--- src/rtl/sonic_rx_dma_sched.sv ---
// rtl/sonic_rx_dma_sched.sv - RX ring read-side DMA burst scheduler
//
// Watches the clock-crossed write pointer of the 66-bit RX ring and issues
// 128-bit line reads to the buffer RAM in bursts. A burst is either a full
// BURST_LINES burst or a timeout-flushed partial burst. Returning data is
// tagged with valid/last, and a sticky irq is raised per completed burst.
//
// Ports:
//   rd_clock      DMA read clock (only clock)
//   reset_n       asynchronous active-low reset
//   enable        scheduler enable (SFP enabled, transceiver ready)
//   rx_ring_wptr  write pointer in qwords, modulo QWORD_DEPTH
//   dma_ready     DMA engine accepts one line this cycle
//   rdreq         buffer read strobe
//   rd_address    buffer line index (rptr / 2)
//   rx_ring_rptr  committed read pointer in qwords (always even)
//   data_valid    buffer data_out valid this cycle
//   data_last     valid line is the final line of its burst
//   burst_len     length of current/last burst in lines
//   irq           sticky burst-complete interrupt
//   irq_ack       clears irq (a same-cycle set wins)
module sonic_rx_dma_sched #(
   parameter int QWORD_DEPTH   = 15872,
   parameter int BURST_LINES   = 16,
   parameter int FLUSH_TIMEOUT = 1024,
   parameter int READ_LATENCY  = 2
) (
   input  logic        rd_clock,
   input  logic        reset_n,
   input  logic        enable,
   input  logic [13:0] rx_ring_wptr,
   input  logic        dma_ready,
   output logic        rdreq,
   output logic [12:0] rd_address,
   output logic [13:0] rx_ring_rptr,
   output logic        data_valid,
   output logic        data_last,
   output logic [7:0]  burst_len,
   output logic        irq,
   input  logic        irq_ack
);

   localparam int PW = (READ_LATENCY > 0) ? READ_LATENCY : 1;
   localparam int TW = $clog2(FLUSH_TIMEOUT + 1) + 1;

   typedef enum logic [1:0] {
      IDLE   = 2'd0,
      STREAM = 2'd1,
      DRAIN  = 2'd2
   } state_t;

   state_t          state, state_nxt;
   logic [13:0]     rptr;
   logic [TW-1:0]   timer, timer_nxt;
   logic [7:0]      line_cnt;
   logic [7:0]      len_r;
   logic            irq_r;
   logic [PW-1:0]   pipe_v, pipe_l;

   logic [14:0]     diff_raw, diff;
   logic [13:0]     avail_lines;
   logic            start;
   logic [7:0]      start_len;
   logic            last_c;
   logic            irq_set;
   logic            pipe_empty;
   logic [13:0]     rptr_nxt;

   // Ring occupancy in qwords. The 15-bit subtraction borrows into bit 14
   // exactly when wptr < rptr, which is when the ring size must be added back.
   always_comb begin
      diff_raw    = {1'b0, rx_ring_wptr} - {1'b0, rptr};
      diff        = diff_raw[14] ? (diff_raw + 15'(QWORD_DEPTH)) : diff_raw;
      avail_lines = 14'(diff >> 1);
   end

   assign rptr_nxt   = (rptr == 14'(QWORD_DEPTH - 2)) ? 14'd0 : (rptr + 14'd2);
   assign pipe_empty = (READ_LATENCY == 0) ? 1'b1 : (pipe_v == '0);

   always_comb begin
      state_nxt = state;
      timer_nxt = timer;
      start     = 1'b0;
      start_len = 8'd0;
      rdreq     = 1'b0;
      last_c    = 1'b0;
      irq_set   = 1'b0;
      case (state)
         IDLE: begin
            if (enable && (avail_lines >= 14'(BURST_LINES))) begin
               start     = 1'b1;
               start_len = 8'(BURST_LINES);
               timer_nxt = '0;
               state_nxt = STREAM;
            end else if (enable && (avail_lines != 14'd0)) begin
               // Partial lines below BURST_LINES fit in 8 bits.
               if ((int'(timer) + 1) >= (FLUSH_TIMEOUT - 1)) begin
                  start     = 1'b1;
                  start_len = avail_lines[7:0];
                  timer_nxt = '0;
                  state_nxt = STREAM;
               end else begin
                  timer_nxt = timer + TW'(1);
               end
            end else begin
               timer_nxt = '0;
            end
         end
         STREAM: begin
            rdreq = dma_ready;
            if (dma_ready && ((line_cnt + 8'd1) == len_r)) begin
               last_c    = 1'b1;
               state_nxt = DRAIN;
            end
         end
         DRAIN: begin
            // Hold off the interrupt until the last line has left the pipe.
            if (pipe_empty) begin
               irq_set   = 1'b1;
               state_nxt = IDLE;
            end
         end
         default: state_nxt = IDLE;
      endcase
   end

   always_ff @(posedge rd_clock or negedge reset_n) begin
      if (!reset_n) begin
         state    <= IDLE;
         rptr     <= '0;
         timer    <= '0;
         line_cnt <= '0;
         len_r    <= '0;
         irq_r    <= 1'b0;
         pipe_v   <= '0;
         pipe_l   <= '0;
      end else begin
         state <= state_nxt;
         timer <= timer_nxt;
         if (start) begin
            len_r    <= start_len;
            line_cnt <= '0;
         end else if (rdreq) begin
            line_cnt <= line_cnt + 8'd1;
         end
         if (rdreq) begin
            rptr <= rptr_nxt;
         end
         if (irq_set) begin
            irq_r <= 1'b1;
         end else if (irq_ack) begin
            irq_r <= 1'b0;
         end
         pipe_v[0] <= rdreq;
         pipe_l[0] <= last_c;
         for (int i = 1; i < PW; i++) begin
            pipe_v[i] <= pipe_v[i-1];
            pipe_l[i] <= pipe_l[i-1];
         end
      end
   end

   assign rd_address   = rptr[13:1];
   assign rx_ring_rptr = rptr;
   assign burst_len    = len_r;
   assign irq          = irq_r;
   assign data_valid   = (READ_LATENCY == 0) ? rdreq  : pipe_v[PW-1];
   assign data_last    = (READ_LATENCY == 0) ? last_c : pipe_l[PW-1];

endmodule

--- config.mk ---
export PLATFORM = sky130hd
export DESIGN_NAME = sonic_rx_dma_sched
export DESIGN_NICKNAME = d
export VERILOG_FILES = /design/src/rtl/sonic_rx_dma_sched.sv
export SDC_FILE = /design/constraint.sdc
export NUM_CORES = 1
export LEC_CHECK = 0
export CORE_MARGIN = 1.5
export CORE_UTILIZATION = 59
export CTS_CLUSTER_SIZE = 8
export DETAILED_ROUTE_END_ITERATION = 6
export PLACE_DENSITY = 0.95
export REMOVE_ABC_BUFFERS = 1
export SLEW_MARGIN = 20
export SYNTH_ARGS = -nofsm -noshare
export SYNTH_HDL_FRONTEND = slang
export SYNTH_SLANG_ARGS = --single-unit
--- constraint.sdc ---
create_clock -name rd_clock -period 7.2 [get_ports rd_clock]
set_input_delay 0.72 -clock rd_clock [delete_from_list [all_inputs] [get_ports rd_clock]]
set_output_delay 0.72 -clock rd_clock [all_outputs]
set_load 0.005 [all_outputs]
==> results of run 1 <==
-- flip-flops by register name, indices dropped and copies added, names as in the netlist --
register      flops
line_cnt          8
pipe_v            2
rx_ring_rptr     13
state             2
irq               1
pipe_l            2
timer            12
burst_len         8
-- metal layers --
metal	wire, µm	track usage (%)	vias up
met1	3390	30.4	1575
met3	367	5.28	18
li1	-	-	1496
met5	0	0	-
met4	151	8.28	0
met2	4380	47.3	102
-- final timing paths --
kind,cells after the start,endpoint,slack (ns)
setup / recovery,13,timer[8],3.32
max in group asynchronous,1,rx_ring_rptr[12],6.36
hold / removal,0,pipe_l[1],0.37
setup reg to reg,13,timer[8],3.49
hold reg to reg,0,pipe_l[1],0.37
min in group asynchronous,1,irq,0.42
-- Yosys cell counts, types with 3 or more instances --
| cell type | number | share of area, % |
|---|---|---|
| sky130_fd_sc_hd__nor2b_1 | 4 | 0.70 |
| sky130_fd_sc_hd__a22o_1 | 4 | 0.98 |
| sky130_fd_sc_hd__a21o_1 | 8 | 1.7 |
| sky130_fd_sc_hd__ha_1 | 18 | 6.3 |
| sky130_fd_sc_hd__inv_1 | 23 | 2.4 |
| sky130_fd_sc_hd__or2_2 | 4 | 0.70 |
| sky130_fd_sc_hd__nand3_1 | 16 | 2.2 |
| sky130_fd_sc_hd__nand2_1 | 34 | 3.6 |
| sky130_fd_sc_hd__o211ai_1 | 5 | 1.1 |
| sky130_fd_sc_hd__and3_1 | 5 | 0.88 |
| sky130_fd_sc_hd__xor2_1 | 11 | 2.7 |
| sky130_fd_sc_hd__nor3_1 | 9 | 1.3 |
| sky130_fd_sc_hd__o21ai_2 | 3 | 0.74 |
| sky130_fd_sc_hd__a211oi_1 | 6 | 1.3 |
| sky130_fd_sc_hd__dfrtp_1 | 48 | 34 |
| sky130_fd_sc_hd__a211o_1 | 3 | 0.74 |
| sky130_fd_sc_hd__nor4_1 | 7 | 1.2 |
| sky130_fd_sc_hd__o21ai_1 | 4 | 0.56 |
| sky130_fd_sc_hd__nor2_1 | 28 | 2.9 |
| sky130_fd_sc_hd__nand4_1 | 7 | 1.2 |
| sky130_fd_sc_hd__xnor2_1 | 24 | 5.9 |
| sky130_fd_sc_hd__and2_1 | 11 | 1.9 |
| sky130_fd_sc_hd__o21ai_0 | 18 | 2.5 |
| sky130_fd_sc_hd__nand2b_1 | 7 | 1.2 |
| sky130_fd_sc_hd__buf_4 | 15 | 3.2 |
| sky130_fd_sc_hd__or3_1 | 5 | 0.88 |
| sky130_fd_sc_hd__clkbuf_1 | 5 | 0.53 |
| sky130_fd_sc_hd__a31oi_1 | 3 | 0.53 |
| sky130_fd_sc_hd__a21oi_1 | 22 | 3.1 |
-- logic make-up after synthesis --
kind of cell | after synthesis | synth area share [%]
adders and majority gates | 19 | 6.86
and+or+nand+nor | 150 | 22.5
other | 1 | 0.105
AOI/OAI and AO/OA | 99 | 20.8
muxes | 3 | 0.875
DFF | 48 | 33.6
buffers and inverters | 46 | 6.69
xor gates and xnor gates | 35 | 8.58
-- where the power goes --
part           switching (W)  internal, W
Combinational       0.000355     0.000312
Sequential         0.0000637     0.000315
Clock              0.0000977     0.000140
Total               0.000516     0.000766
-- worst max-delay path, delay by kind of cell --
kind / cells / cell delay (ns)
buffers and inverters: 1 / 0.41
muxes: 1 / 0.09
adders and majority gates: 2 / 0.75
AOI/OAI and AO/OA: 4 / 1.10
and+or+nand+nor: 5 / 1.04
-- per-stage QoR --
stage               setup slack, ns  cell area, µm²
floorplan                      3.83            3430
detailed placement             3.02            4070
global route                   3.12            4220
finish                         3.32            4220
CTS                            3.33            4210
global placement               3.14            4070
-- final cells by class --
class	count	share of cell area (%)
multi-input cells	308	50.8
flip-flops and latches	48	28.5
repair buffers	56	13.2
well taps	75	2.22
inverters	23	2.05
clock buffers	5	1.63
clock inverters	3	1.63
==> results.txt, run 1 <==
The total die area is approximately 6500 µm². After detailed routing, the number of remaining DRC violations is 0. The max-slew violation count came out at 0. The total area of sequential cells is 1200 µm².

After filler insertion, the fill cell instance count of the layout stands at 417. Measured on the finished design, the core utilization comes to 71.7%. Using the TritonRoute via totals, the vias-per-cell ratio works out to 6.16. Derived from the worst setup path, the maximum achievable clock frequency is 258 MHz. The net total in the final layout is 480. Entering global routing, the biggest net connects 49 pins. The count of nets left with antenna violations once routing finished came out at 0. The via count is 3,191.

The area of combinational cells with multiple inputs is about 2100 µm². TritonCTS built the clock tree. The total length of routed wires is 8280 µm. The class of the worst hold path is register to register. The number of storage elements in the synthesis netlist came out at between 40 and 50.

The count of antenna diodes in the layout is 0. The count of mapped cells out of synthesis came out at 401. In the layout the commonest cells are sky130_fd_sc_hd__clkdlybuf4s50_1, sky130_fd_sc_hd__dfrtp_1, sky130_fd_sc_hd__nand2_1. The clock sink count is 48. The number of instances in the placed design is between 500 and 600. Once the clock tree was built, the resizer swapped 0 gates to a different size. The final critical path time including I/O delays and setup came out at 3.88 ns. The worst min-delay path startpoint is pipe_l[0]. The worst-case IR drop observed on VDD is around 180 µV. STA classifies the critical path startpoint as an input port. The synthesis-to-layout area growth is 18.0%.

The maximum level of the CTS H-tree came out at 2. The initial standard-cell utilization of the core came out at 60.7%. Counting flops with a built-in enable in the synthesized netlist gives 0. For this run, the slowest stage of the critical path takes about 0.46 ns. No sink is reached through more buffers than the 2 on the longest clock path. Before antenna repair, the detailed router went through 4 iterations. The slowest stage of the critical path is the sky130_fd_sc_hd__ha_1 cell.

The final-layout setup total negative slack is 0 ns. The start point of the critical path is rx_ring_wptr[9]. The boundary pin count is 58. The number of endpoints failing setup at the final stage is 0. Dividing total power by cell area gives a power density of just over 300 nW/µm². The hold violation count in the final report came to 0.

For this run, the register share of the synthesized area comes to 33.6%. The cell area that synthesis handed to floorplanning was 3570 µm². The primary flip-flop cell chosen by synthesis mapping is sky130_fd_sc_hd__dfrtp_1. By startpoint and endpoint, the worst setup path is classified as input port to register. The worst setup path is captured at a register. The post-CTS setup repair buffer count is 0.

The leakage power is between 1.5 and 2 nW. The first global-routing pass estimated 13,400 µm of wire. The async set-or-reset flop fraction in the synthesized netlist came out at 100%.

The run finished with clean final reports. The cell seen most often among critical-path stages is sky130_fd_sc_hd__ha_1. The clock network latency to the later pin of the worst-skew pair came out at roughly 0.30 ns. The placeable core area came out at approximately 5900 µm².

The final weighted congestion in routability-driven placement is 0.933. CTS placed an instance of sky130_fd_sc_hd__clkbuf_8 at the clock tree root. After clock tree synthesis, the clock-pin slew on the worst setup and hold paths is ~0.10 ns. The arrival time at the worst endpoint came out at 4.11 ns. The number of warning messages in the yosys log came out at 0. For the pin with the worst max-slew slack, the measured transition is 0.757 ns. Hold is met by 0.370 ns. After layout, the design draws a total of 0.00128 W.

Of the cells placed in the final design, the portion with a size suffix greater than 1 is ~7.4%. The number of buffers inserted by port buffering came out at between 50 and 60. Of the available clock period, the critical path in the final layout requires 53.9%.

After detailed routing, the average wire length per cell comes to ~16 µm. The overall overflow remaining after global route came out at 0. The startpoint identified for the worst register-to-register timing path is rx_ring_rptr[9].

The number of antenna violations at the first check in global routing is 0. The number of buffers created by CTS is 5. The required arrival time at the worst endpoint came out at 7.43 ns. The number of standard-cell rows in the floorplan came out at 28. The clock arrives with 0.00982 ns of skew. The final HPWL from detailed placement is a little over 6000 µm. Walking the worst path, the cells encountered are clkdlybuf4s50_1, ha_1, a21oi_1, nor2b_1, a221oi_1, nand3_1, ha_1, and3_1, mux2i_1, a211o_4, nand4b_4, or2_4, o21ai_2. A synthesized cell averages a little under 9 µm². The distinct cell type count after synthesis came out at 65.

Leaving out filler cells and counting taps, the final layout contains ~520. The width of the die came out at 80.8 µm. The die extent in y came out at slightly above 80 µm. The number of global-route vias before repair is about 3,000.

Headroom to the max-slew limit came out at just under 50%. The count of routing violations after the opening detailed-route iteration is 163. The number of buffers inserted by hold repair at cts came out at 0. The biggest fanout along the worst timing path came out at 10. The tool flagged a number of max-cap violations equal to 0. The library cell used most frequently in the layout, excluding fill and tap cells, is sky130_fd_sc_hd__clkdlybuf4s50_1. The total routing usage reported by global routing came out at about a quarter.

Setup repair after global routing left no endpoint under its margin.
No activity file was read; power rests on OpenSTA's default activity.
==> run 2: changes to the inputs <==
--- a/config.mk
+++ b/config.mk
@@ -6,10 +6,10 @@
 export NUM_CORES = 1
 export LEC_CHECK = 0
 export CORE_MARGIN = 1.5
-export CORE_UTILIZATION = 59
+export CORE_UTILIZATION = 49
 export CTS_CLUSTER_SIZE = 8
 export DETAILED_ROUTE_END_ITERATION = 6
-export PLACE_DENSITY = 0.95
+export PLACE_DENSITY = 0.87
 export REMOVE_ABC_BUFFERS = 1
 export SLEW_MARGIN = 20
 export SYNTH_ARGS = -nofsm -noshare
==> constraint.sdc (replaced) <==
create_clock -name rd_clock -period 3.25 [get_ports rd_clock]
set_input_delay 0.325 -clock rd_clock [delete_from_list [all_inputs] [get_ports rd_clock]]
set_output_delay 0.325 -clock rd_clock [all_outputs]
set_load 0.005 [all_outputs]
==> run 2 against run 1 <==
The flow now finishes with violations (setup timing). Global-route usage decreased by 2.9 points. Sequential power rose by 120%. Sequential cell count unchanged. Die area is 20% higher. Largest cell class unchanged.
==> results.txt, run 2 (synthesis gave the netlist of run 1 again) <==
The flow ran to the end, but the final reports show violations. The final reports fail on setup timing. The clock sink count is 48 (unchanged). The areal power density over the cells was 709 nW/µm² (+130%). The final critical path time including I/O delays and setup is 3.27 ns. The number of antenna violations at the first check in global routing is 0 (unchanged). Leaving out fill and tap cells, the most frequent cell in the layout is sky130_fd_sc_hd__clkdlybuf4s50_1. STA classifies the critical path endpoint as a register. The number of standard-cell rows in the floorplan came to 30 (+7.1%). The number of buffers inserted by hold repair at cts is 0 (unchanged). The via count was 3,438 (+7.7%). The residual antenna-violating net count after detailed routing came out at 0 (unchanged).

The final HPWL from detailed placement came out at 6520 µm (+8.2%). The proportion of layout cells with a drive suffix above 1 came out at 20.6% (+13 points). The total of max-cap violations was 0 (unchanged). Among all stages on the critical path, the largest delay is contributed by sky130_fd_sc_hd__dfrtp_1.

The share of the clock period used by the worst path came out at 101%. The number of buffers created by CTS is 5 (unchanged). The maximum level of the CTS H-tree came out at 2 (unchanged). The final cell count without fillers came to 587 (+13%). The vias per cell was 5.86 (-4.9%). The width of the die was 88.4 µm (+9.4%). The total length of routed wires is 9650 µm (+17%). The die extent in y came out at 88.4 µm (+9.4%). The wire length per cell is 16.4 µm (+2.9%). The first-pass GRT wire length was 14,300 µm (+6.8%). The number of global-route vias before repair came out at 3,172 (+6.2%). The boundary pin count came out at 58 (unchanged).

The count of routing violations after the opening detailed-route iteration is 326 (+100%). The class of the worst hold path is input port to async pin. The number of instances in the placed design came out at 569 (+12%). The cell seen most often among critical-path stages is sky130_fd_sc_hd__a211o_1. The leakage power came to 2.04 nW (+14%). The pin count of the biggest net entering global routing came out at 49 (unchanged). The post-layout worst setup margin came out at -0.0189 ns (-3.34 ns). The flip-flop count of the largest register, all copies and words added came out at 13 (unchanged). The number of buffers inserted by port buffering came out at 55 (unchanged).

The placeable core area was 6910 µm² (+17%). The net total in the final layout came out at 528 (+10%). The number of fillers in the final layout came out at 492 (+18%). The peak per-stage delay on the critical path came out at 0.42 ns (-0.04 ns). The count of antenna diodes in the layout came out at 0 (unchanged). The overall overflow remaining after global route is 0 (unchanged).

The remaining design rule violation count came out at 0 (unchanged). The total die area came out at 7820 µm² (+20%). TritonCTS built the clock tree. The measured slew at the worst slew-check pin came out at 0.761 ns (+0.00407 ns). The setup path with the least slack is of type register to register.

The clock slew at the register clock pins of the worst setup and hold paths came out at 0.10 ns (about the same). The largest clock skew in the final design came out at 0.00771 ns (-0.00211 ns). The clock network latency to the later pin of the worst-skew pair is 0.31 ns (about the same). The peak supply drop is 323 µV (+83%).

The total routing usage reported by global routing came out at 23.1% (-2.9 points). The highest clock rate is 306 MHz. The cell chosen for the clock root is sky130_fd_sc_hd__clkbuf_8.

The number of endpoints failing setup at the final stage is 1 (+1). The synthesis-to-layout area growth came out at 31.3%. The count of TritonRoute iterations in the first routing pass came out at 5 (+1).

The signal on the critical path passes through inv_1, ha_1, o211ai_1, o21ai_2, a211o_1, nand2_1, ha_2, and3_1, mux2i_1, a211o_4, nand4b_4, nor4_1, a211o_1. The arrival time at the worst endpoint came out at 3.52 ns (-0.59 ns). The final-layout setup total negative slack was -0.0189 ns (-0.0189 ns). The required arrival time at the worst endpoint came out at 3.50 ns (-3.93 ns).

The final weighted congestion in routability-driven placement is 0.894 (-4.2%). The largest buffer count on any clock path is 2 (unchanged). STA classifies the critical path startpoint as a register.

Leaving out fill and tap cells, the most frequent cells in the layout are sky130_fd_sc_hd__clkdlybuf4s50_1, sky130_fd_sc_hd__buf_4, sky130_fd_sc_hd__dfrtp_1. The worst slew margin relative to its limit is 49.1% (about the same). The hold violation count in the final report came out at 0 (unchanged). The biggest fanout along the worst timing path is 6 (-4). The max-slew violation count is 0 (unchanged). The initial standard-cell utilization of the core came out at 51.8% (-9.0 points).
==> run 2: path summary, 6_finish.rpt <==
path                                 start              end  slack [ns]  cells past startpoint
max                        rx_ring_rptr[2]         timer[7]       -0.02                     13
min reg2reg                      pipe_l[0]        pipe_l[1]        0.36                      0
min                                reset_n         state[1]        0.01                      1
max in group asynchronous          reset_n  rx_ring_rptr[1]        2.80                      1
min in group rd_clock            pipe_l[0]        pipe_l[1]        0.36                      0
max reg2reg                rx_ring_rptr[2]         timer[7]       -0.02                     13
==> run 2: area by class of cell <==
type | count | area [µm²] | share of cell area (%)
Tap cell | 96 | 120 | 2.56
Clock inverter | 3 | 46.3 | 0.986
Multi-Input combinational cell | 309 | 2250 | 47.9
Clock buffer | 5 | 68.8 | 1.47
Timing Repair Buffer | 103 | 923 | 19.7
Inverter | 23 | 86.3 | 1.84
Sequential cell | 48 | 1200 | 25.6
==> run 2: repair_timing <==
action / 4_1_cts / 5_1_grt
cloned: 1 / 0
endpoints found under the setup margin: 9 / 26
endpoints found under the hold margin: 0 / 0
resized for setup: 2 / 22
pin swaps: 1 / 7
setup buffers: 2 / 7
==> run 2: routing by layer <==
metal / GRT usage (%) / up-vias / wire length (µm)
met5: 0 / - / 0
met4: 7.81 / 0 / 325
met3: 3.73 / 43 / 551
met2: 40.5 / 157 / 4830
met1: 29.0 / 1639 / 3940
li1: - / 1599 / -
==> run 2: where the power goes <==
part,internal [W],switching (W),total (W)
Clock,0.000232,0.000229,0.000462
Sequential,0.000698,0.000119,0.000818
Combinational,0.00104,0.00101,0.00205
Total,0.00197,0.00136,0.00333
==> run 2: worst max-delay path: cells and delay by family, from the launching register on <==
kind                     cells  cell delay [ns]
AO/OA/AOI/OAI                5             1.13
adder cells (fa/ha/maj)      2             0.67
buffers and inverters        1             0.07
flip-flops                   1             0.42
multiplexers                 1             0.12
AND/OR/NAND/NOR              4             0.78
==> run 2: through the flow <==
| step | setup WS (ns) | total power, W | area [µm²] | utilization, % | hold WS [ns] |
|---|---|---|---|---|---|
| floorplan | 0.00685 | 0.00178 | 3430 | - | 0.0294 |
| CTS | 0.0156 | 0.00310 | 4550 | 65.8 | 0.242 |
| global route | -0.178 | 0.00352 | 4690 | 68.0 | 0.0650 |
| global placement | -0.292 | 0.00253 | 4400 | 63.7 | 0.333 |
| finish | -0.0189 | 0.00333 | 4690 | 68.0 | 0.0116 |
| detailed placement | -0.344 | 0.00261 | 4400 | 63.7 | 0.343 |
